$ cat src/rtl/decode_stage.sv
// decode_stage: MIPS ID stage (regfile, decode, ID/EX reg, load-use interlock); define DECODE_BYPASS_EN for write-back bypass
module decode_stage #(
  parameter int DATA_W   = 32,
  parameter int NUM_REGS = 32,
  localparam int REG_AW  = $clog2(NUM_REGS)
) (
  input  logic              clk,
  input  logic              rst,
  input  logic              if_valid,
  input  logic [31:0]       if_instr,
  output logic              id_ready,
  output logic              ex_valid,
  input  logic              ex_ready,
  output logic [DATA_W-1:0] ex_rs_data,
  output logic [DATA_W-1:0] ex_rt_data,
  output logic [DATA_W-1:0] ex_imm,
  output logic [REG_AW-1:0] ex_rs,
  output logic [REG_AW-1:0] ex_rt,
  output logic [REG_AW-1:0] ex_dest,
  output logic [5:0]        ex_opcode,
  output logic [5:0]        ex_funct,
  output logic              ex_reg_write,
  output logic              ex_mem_read,
  output logic              ex_mem_write,
  input  logic              wb_en,
  input  logic [REG_AW-1:0] wb_addr,
  input  logic [DATA_W-1:0] wb_data
);
  logic [DATA_W-1:0] r_regs [NUM_REGS];
  logic              r_valid, r_rw, r_mr, r_mw;
  logic [DATA_W-1:0] r_rsd, r_rtd, r_imm;
  logic [REG_AW-1:0] r_rs, r_rt, r_dest;
  logic [5:0]        r_op, r_fn;
  logic [5:0]        w_op;
  logic [4:0]        w_rs5, w_rt5, w_rd5;
  logic [15:0]       w_imm16;
  logic [REG_AW-1:0] w_rs, w_rt, w_rd, w_dest;
  logic              w_is_r, w_is_i, w_lw, w_sw, w_uses_rt, w_rw;
  logic [DATA_W-1:0] w_imm, w_rsd, w_rtd;
  logic              w_wb, w_stall, w_adv;
  assign w_op      = if_instr[31:26];
  assign w_rs5     = if_instr[25:21];
  assign w_rt5     = if_instr[20:16];
  assign w_rd5     = if_instr[15:11];
  assign w_imm16   = if_instr[15:0];
  assign w_rs      = REG_AW'(w_rs5);
  assign w_rt      = REG_AW'(w_rt5);
  assign w_rd      = REG_AW'(w_rd5);
  assign w_is_r    = w_op == 6'h00;
  assign w_is_i    = w_op inside {6'h08, 6'h09, 6'h0A, 6'h0C, 6'h0D, 6'h0F};
  assign w_lw      = w_op == 6'h23;
  assign w_sw      = w_op == 6'h2B;
  assign w_uses_rt = w_op inside {6'h00, 6'h2B, 6'h04, 6'h05};
  assign w_dest    = w_is_r ? w_rd : (w_is_i || w_lw) ? w_rt : '0;
  assign w_rw      = (w_is_r || w_is_i || w_lw) && w_dest != '0;
  assign w_imm     = (w_op inside {6'h0C, 6'h0D}) ? DATA_W'(w_imm16) : DATA_W'($signed(w_imm16));
  assign w_wb      = wb_en && wb_addr != '0;
`ifdef DECODE_BYPASS_EN
  assign w_rsd = (w_rs == '0) ? '0 : (w_wb && wb_addr == w_rs) ? wb_data : r_regs[w_rs];
  assign w_rtd = (w_rt == '0) ? '0 : (w_wb && wb_addr == w_rt) ? wb_data : r_regs[w_rt];
`else
  assign w_rsd = (w_rs == '0) ? '0 : r_regs[w_rs];
  assign w_rtd = (w_rt == '0) ? '0 : r_regs[w_rt];
`endif
  assign w_stall  = r_valid && r_mr && r_dest != '0 && (r_dest == w_rs || (w_uses_rt && r_dest == w_rt));
  assign w_adv    = !r_valid || ex_ready;
  assign id_ready = w_adv && !w_stall;
  always_ff @(posedge clk) begin
    if (rst) begin
      for (int i = 0; i < NUM_REGS; i++) r_regs[i] <= '0;
    end else if (w_wb) begin
      r_regs[wb_addr] <= wb_data;
    end
  end
  always_ff @(posedge clk) begin
    if (rst) begin
      {r_valid, r_rw, r_mr, r_mw} <= '0;
      {r_rsd, r_rtd, r_imm} <= '0;
      {r_rs, r_rt, r_dest} <= '0;
      {r_op, r_fn} <= '0;
    end else if (w_adv) begin
      if (if_valid && !w_stall) begin
        r_valid <= 1'b1;
        r_rw    <= w_rw;
        r_mr    <= w_lw;
        r_mw    <= w_sw;
        r_rsd   <= w_rsd;
        r_rtd   <= w_rtd;
        r_imm   <= w_imm;
        r_rs    <= w_rs;
        r_rt    <= w_rt;
        r_dest  <= w_dest;
        r_op    <= w_op;
        r_fn    <= if_instr[5:0];
      end else begin
        {r_valid, r_rw, r_mr, r_mw} <= '0;
      end
    end
`ifdef DECODE_BYPASS_EN
    else if (w_wb) begin
      if (wb_addr == r_rs) r_rsd <= wb_data;
      if (wb_addr == r_rt) r_rtd <= wb_data;
    end
`endif
  end
  assign ex_valid     = r_valid;
  assign ex_reg_write = r_rw;
  assign ex_mem_read  = r_mr;
  assign ex_mem_write = r_mw;
  assign ex_rs_data   = r_rsd;
  assign ex_rt_data   = r_rtd;
  assign ex_imm       = r_imm;
  assign ex_rs        = r_rs;
  assign ex_rt        = r_rt;
  assign ex_dest      = r_dest;
  assign ex_opcode    = r_op;
  assign ex_funct     = r_fn;
endmodule

$ cat config.mk
export PLATFORM = sky130hd
export DESIGN_NAME = decode_stage
export DESIGN_NICKNAME = d
export VERILOG_FILES = /design/src/rtl/decode_stage.sv
export SDC_FILE = /design/constraint.sdc
export NUM_CORES = 2
export LEC_CHECK = 0
export CORE_MARGIN = 1.5
export CORE_UTILIZATION = 46
export CTS_BUF_LIST = sky130_fd_sc_hd__clkbuf_8
export DETAILED_ROUTE_END_ITERATION = 7
export HOLD_SLACK_MARGIN = 0.08
export PLACE_DENSITY = 0.65
export SYNTH_ARGS = -nofsm -noshare
export SYNTH_HDL_FRONTEND = slang
export SYNTH_SLANG_ARGS = --single-unit
export TNS_END_PERCENT = 5
$ cat constraint.sdc
create_clock -name clk -period 2.6 [get_ports clk]
set_clock_uncertainty 0.05 [all_clocks]
set_input_delay 0.52 -clock clk [delete_from_list [all_inputs] [get_ports clk]]
set_output_delay 0.52 -clock clk [all_outputs]
set_load 0.05 [all_outputs]
# Word-level counts from Yosys, hierarchy flattened
# Memories as Yosys holds them, arrays and structs flattened.
# Cells that the tools add are included.
dict set report classes {
  eq_ne 12
  bitwise_logic 0
  n_lt_le_gt_ge 0
  n_mux 17
  add_sub_neg 0
  n_div 0
  reduce_logical 26
  mul 0
  shift 0
}
# operator n
set op_table {}
lappend op_table {{$mux 32} 4}
lappend op_table {{$eq 6x4->1 const B} 6}
lappend op_table {{$reduce_or 32->1} 1}
lappend op_table {{$mux 5} 3}
lappend op_table {{$reduce_bool 5->1} 3}
lappend op_table {{$eq 6x3->1 const B} 2}
lappend op_table {{$eq 6x6->1 const B} 2}
lappend op_table {{$eq 5x5->1} 2}
lappend op_table {{$logic_not 5->1} 2}
lappend op_table {{$mux 1} 10}
lappend op_table {{$logic_and 1x1->1} 8}
lappend op_table {{$logic_not 6->1} 1}
lappend op_table {{$reduce_bool 6->1} 1}
lappend op_table {{$logic_or 1x1->1} 5}
lappend op_table {{$reduce_bool 4->1} 1}
lappend op_table {{$logic_not 1->1} 2}
lappend op_table {{$reduce_and 2->1} 1}
lappend op_table {{$reduce_bool 2->1} 1}
dict set report totals {
  regBits 127
  word_cells 68
  latchBits 0
  rom_bits 0
  mem_bits_rw 1024
  memories 1
  out_inout_bits 128
}
# memory words width read_ports rd_ports_with_merged_regs wr line
set mem_list {}
lappend mem_list {r_regs 32 32 2 0 32 29} ;# logic [DATA_W-1:0] r_regs [NUM_REGS];

# Logic depth before layout (Yosys ltp)
dict set report logic_depth {
  word_depth 8
  mapped_depth 9
  ltp_nobuf 6
}

# Worst setup path after synthesis
# No wires, ideal clock.
dict set report synth_path {
  kind {in2reg}
  from {input port if_instr[21]}
  to {register r_rsd[0] (netlist: ex_rs_data[0])}
  path_buffers 4
  arrival_ps 2622
  stages 8
  setup_slack_ps -188
  path_cell_list {buf_2 -> buf_2 -> buf_2 -> buf_2 -> mux4_2 -> a221oi_1 -> a21oi_1 -> a22o_1}
}
dict set report synth_via {
  elab_chain_len 6
  word_cells_on_any_way 9
}
# element line
set synth_lines {}
lappend synth_lines {{from (decl)} 10} ;# input logic [31:0] if_instr,
lappend synth_lines {{branches (longest 6 deep; another with $mem_v2 32x32)} --}
lappend synth_lines {{to (signal assigned)} 87} ;# r_rsd <= w_rsd;
lappend synth_lines {{to (decl)} 31} ;# logic [DATA_W-1:0] r_rsd, r_rtd, r_imm;
# Several ways; the timed one is not identified.
# A chain may end at the register's enable or synchronous reset.

# Worst setup path in the final report
dict set report layout_path {
  from {register r_dest[0] (netlist: ex_dest[0])}
  to {output port id_ready}
}
dict set report layout_via {
  elab_chain_len 6
  word_cells_on_any_way 9
}
# element line
set layout_lines {}
lappend layout_lines {{from (decl)} 32} ;# logic [REG_AW-1:0] r_rs, r_rt, r_dest;
lappend layout_lines {{from (signal assigned)} 92} ;# r_dest <= w_dest;
lappend layout_lines {{$eq 5x5->1} 65} ;# assign w_stall = r_valid && r_mr && r_dest != '0 && (r_dest == w_rs || (w_uses_rt && r_dest == w_rt));
lappend layout_lines {{$logic_and 1x1->1} 65}
lappend layout_lines {{$logic_or 1x1->1} 65}
lappend layout_lines {{$logic_and 1x1->1 *} 65}
lappend layout_lines {{$logic_not 1->1 *} 67} ;# assign id_ready = w_adv && !w_stall;
lappend layout_lines {{$logic_and 1x1->1 *} 67}
lappend layout_lines {{to (decl)} 11} ;# output logic id_ready,
# Mark *: on every way between the ends. The rest lies on a longest branch, timed or not.

==> flow_summary.toml <==
[run_status]
violations = "negative setup slack"
status = "finished with violations"

[finish]
final_nets = 4409
area_delta_synth_final_pct = 19.8
fillers = 10000
final_common_cell = "edfxtp_1"
final-instance-count-excl-fill = 6150
final_util_pct = 55.5
mostFrequentLayoutCells = "edfxtp_1 (1,024), and2_1 (992), mux4_2 (516), buf_4 (311), clkbuf_8 (208)"
drive_gt1_share_pct = 30.3

[clock_network]
htree_num_levels = 4
numCtsBuffers = 186
cts_buffer_depth = 3
clk_latency_ns = 0.91
tritoncts = "built"
cts.sinks = 1130
cts_root_buffer = "clkbuf_8"
cts.clk_slew.worst_paths_ns = 0.06
hold_buffers = 0

[route]
first_pass_iters = 5
drt-total-wl_mm = 195
routed_via_density = 6.33
drtIter0Drc = 5496
drc = 0
ant_nets = 0
wl_per_cell_microns = 31.6
vias = 38900

[worst_setup_path]
r2r_cells = 8
ff2ff_setup_slack_ns = 0.07
crit_type = "reg -> out"
start_kind = "register"
worstSetupEndpointType = "output pin"
r2r-start = "ex_dest[3]"
worstPathRequired_ns = 2.03
worstReg2RegEnd = "ex_rt_data[14]"
worst-path-max-fanout = 4
arrival_ns = 2.32

[die]
ioPinCount = 202
row_count = 130
die-area_sq_um = 129000
die_h_microns = 359
core_area_sq_um = 126000
start_util_pct = 46.4
die_x_microns = 359

[logic_synthesis]
ys_seq_area_share_pct = 56.4
syn_area_per_cell_sq_um = 15.0
synth_edf_count = 1024
netlist_instances = 3895
yosysUniqueCellTypes = 53
ys_warn_count = 0
syn_area_sq_um = 58200
synthFlopType = "edfxtp_1"
yosys_register_bits = 1130
async_flop_share_pct = 0

[placed_design]
hpwl_mm = 127
gp_congestion = 0.872
dpl.cell_count = 5791
port_buffers = 201
pre_cts_ws_ns = -0.481

[global_routing]
grt_pass1_vias = 38400
grt_pass1_wl_mm = 278
grt_overflow = 0
grt_antenna_before_repair = 19
grt_usage_pct = 30.1
grt_start_max_net_pins = 109

[timing]
worst_slew_pin_slew_ns = 0.701
fmax_mhz = 346
slew_viol_final = 0
fin_setup_tns_ns = -0.293
hold_viol = 0
period_needed_ns = 2.89
slew_headroom_pct = 53.3
rsz0062_at_grt = "yes"
timing.final.ws_setup_ns = -0.293
setup_violations = 1
period_share_pct = 111

[worst_hold_path]
holdCritPathClass = "in -> reg"
min_to = "ex_opcode[4]"
min_from = "rst"
min_path_cells = 3

[pwr]
p_per_area_nw_per_um2 = 626
ir_worst_vdd_mv = 0.606
combPwrFrac_pct = 14.7
power_frac_seq_pct = 49.2
p_leak_nw = 25.5
p_switching_mw = 11.7
switching_share_pct = 26.9
p_int_mw = 31.9
clockPowerShare_pct = 36.2

[run]
cap_viol_max_count = 0
==> layout make-up <==
class / instances / area (sq um) / share of cell area [%]
flip-flops and latches: 1130 / 32900 / 47.2
multi-input cells: 2365 / 24000 / 34.4
repair buffers: 649 / 7020 / 10.1
clock buffers: 208 / 2860 / 4.10
well taps: 1650 / 2060 / 2.96
clock inverters: 138 / 855 / 1.23
diodes: 7 / 17.5 / 0.0251
inverters: 3 / 11.3 / 0.0161
==> repair_timing <==
item	4_1_cts	5_1_grt
endpoints found under the setup margin	128	9
setup buffers	7	0
resized for setup	167	3
hold endpoints to repair	0	0
pin swaps	7	0
==> logic make-up (layout without fill, tap and decap cells) <==
family                    count (synthesis)  after routing  synth area share, %
AOI/OAI and AO/OA                       332            332                 4.06
xor gates and xnor gates                 10             10                0.150
buffers and inverters                   431            998                 3.07
DFF                                    1130           1130                 56.4
muxes                                   703            703                 23.2
other                                     1             39              0.00644
and+or+nand+nor                        1288           1288                 13.0
==> worst max-delay path: stages (launching register included) <==
cell and delay, ns:
dfxtp_4 0.36, buf_4 0.15, xnor2_2 0.16, nand3_1 0.10, nor3_2 0.18, buf_4 0.14, a21oi_2 0.05, nor2b_4 0.13
buf_12 0.14
==> power groups by stage <==
stage | clock, mW | combinational [mW] | sequential, mW
6_report | 15.8 | 6.41 | 21.5
5_1_grt | 16.6 | 6.65 | 21.6
4_1_cts | 15.9 | 6.37 | 21.4
3_5_place_dp | 0 | 6.43 | 21.8
3_3_place_gp | 0 | 6.40 | 21.8
2_1_floorplan | 0 | 3.27 | 22.0
==> through the flow <==
step | instance area [sq um] | hold slack (ns) | total power, mW
floorplan | 58400 | 0.611 | 25.3
global route | 69700 | 0.147 | 44.9
finish | 69700 | 0.141 | 43.7
CTS | 69700 | 0.0849 | 43.7
detailed placement | 66000 | 0.409 | 28.2
global placement | 66000 | 0.403 | 28.2
==> Yosys cell counts (2+ instances only) <==
library cell / number / share of area, %
nand4b_1: 3 / 0.045
a32o_1: 32 / 0.55
a32oi_1: 29 / 0.44
o21ai_0: 94 / 0.81
a221oi_1: 35 / 0.53
clkbuf_1: 310 / 2.0
inv_1: 2 / 0.013
buf_1: 31 / 0.20
a211o_1: 3 / 0.045
nor4_1: 2 / 0.021
or4_1: 2 / 0.026
nand2_1: 108 / 0.70
nand3b_1: 7 / 0.090
mux4_2: 516 / 20
mux2i_1: 152 / 2.6
nor2_1: 98 / 0.63
edfxtp_1: 1024 / 53
dfxtp_1: 106 / 3.6
a22oi_1: 29 / 0.37
or2_2: 31 / 0.33
a21oi_1: 44 / 0.38
buf_2: 62 / 0.53
a22o_1: 33 / 0.50
and3_1: 3 / 0.032
buf_4: 25 / 0.32
nand4_1: 7 / 0.075
o211ai_1: 27 / 0.35
xnor2_1: 3 / 0.045
xor2_1: 7 / 0.11
mux2_2: 35 / 0.68
nor3_1: 8 / 0.069
or3b_2: 2 / 0.030
nor2b_1: 10 / 0.11
and2_1: 993 / 11
nand3_1: 4 / 0.034
==> state kept, by name, summed over array words and instances, names as in the netlist <==
name,cells
ex_mem_read,1
ex_imm,17
ex_rt,5
ex_rs,5
ex_reg_write,1
r_regs,1024
ex_rs_data,32
ex_dest,5
ex_mem_write,1
ex_opcode,6
ex_rt_data,32
ex_valid,1
==> worst max-delay path by stage <==
stage,cells after the start,endpoint,startpoint
after floorplan,8,ex_rs_data[10],if_instr[22]
after global placement,8,ex_dest[2],if_instr[28]
after detailed placement,9,ex_rs_data[11],if_instr[28]
after CTS,6,id_ready,ex_dest[4]
after global routing,6,id_ready,ex_dest[3]
final,8,id_ready,ex_dest[0]
==> layer usage <==
metal	up-vias	track usage [%]	wire, microns
met2	2621	47.2	90000
met1	20100	41.1	75800
li1	15800	-	-
met4	4	11.6	7000
met5	-	0	25
met3	409	6.87	21800
Power figures use the tool's default switching activity.
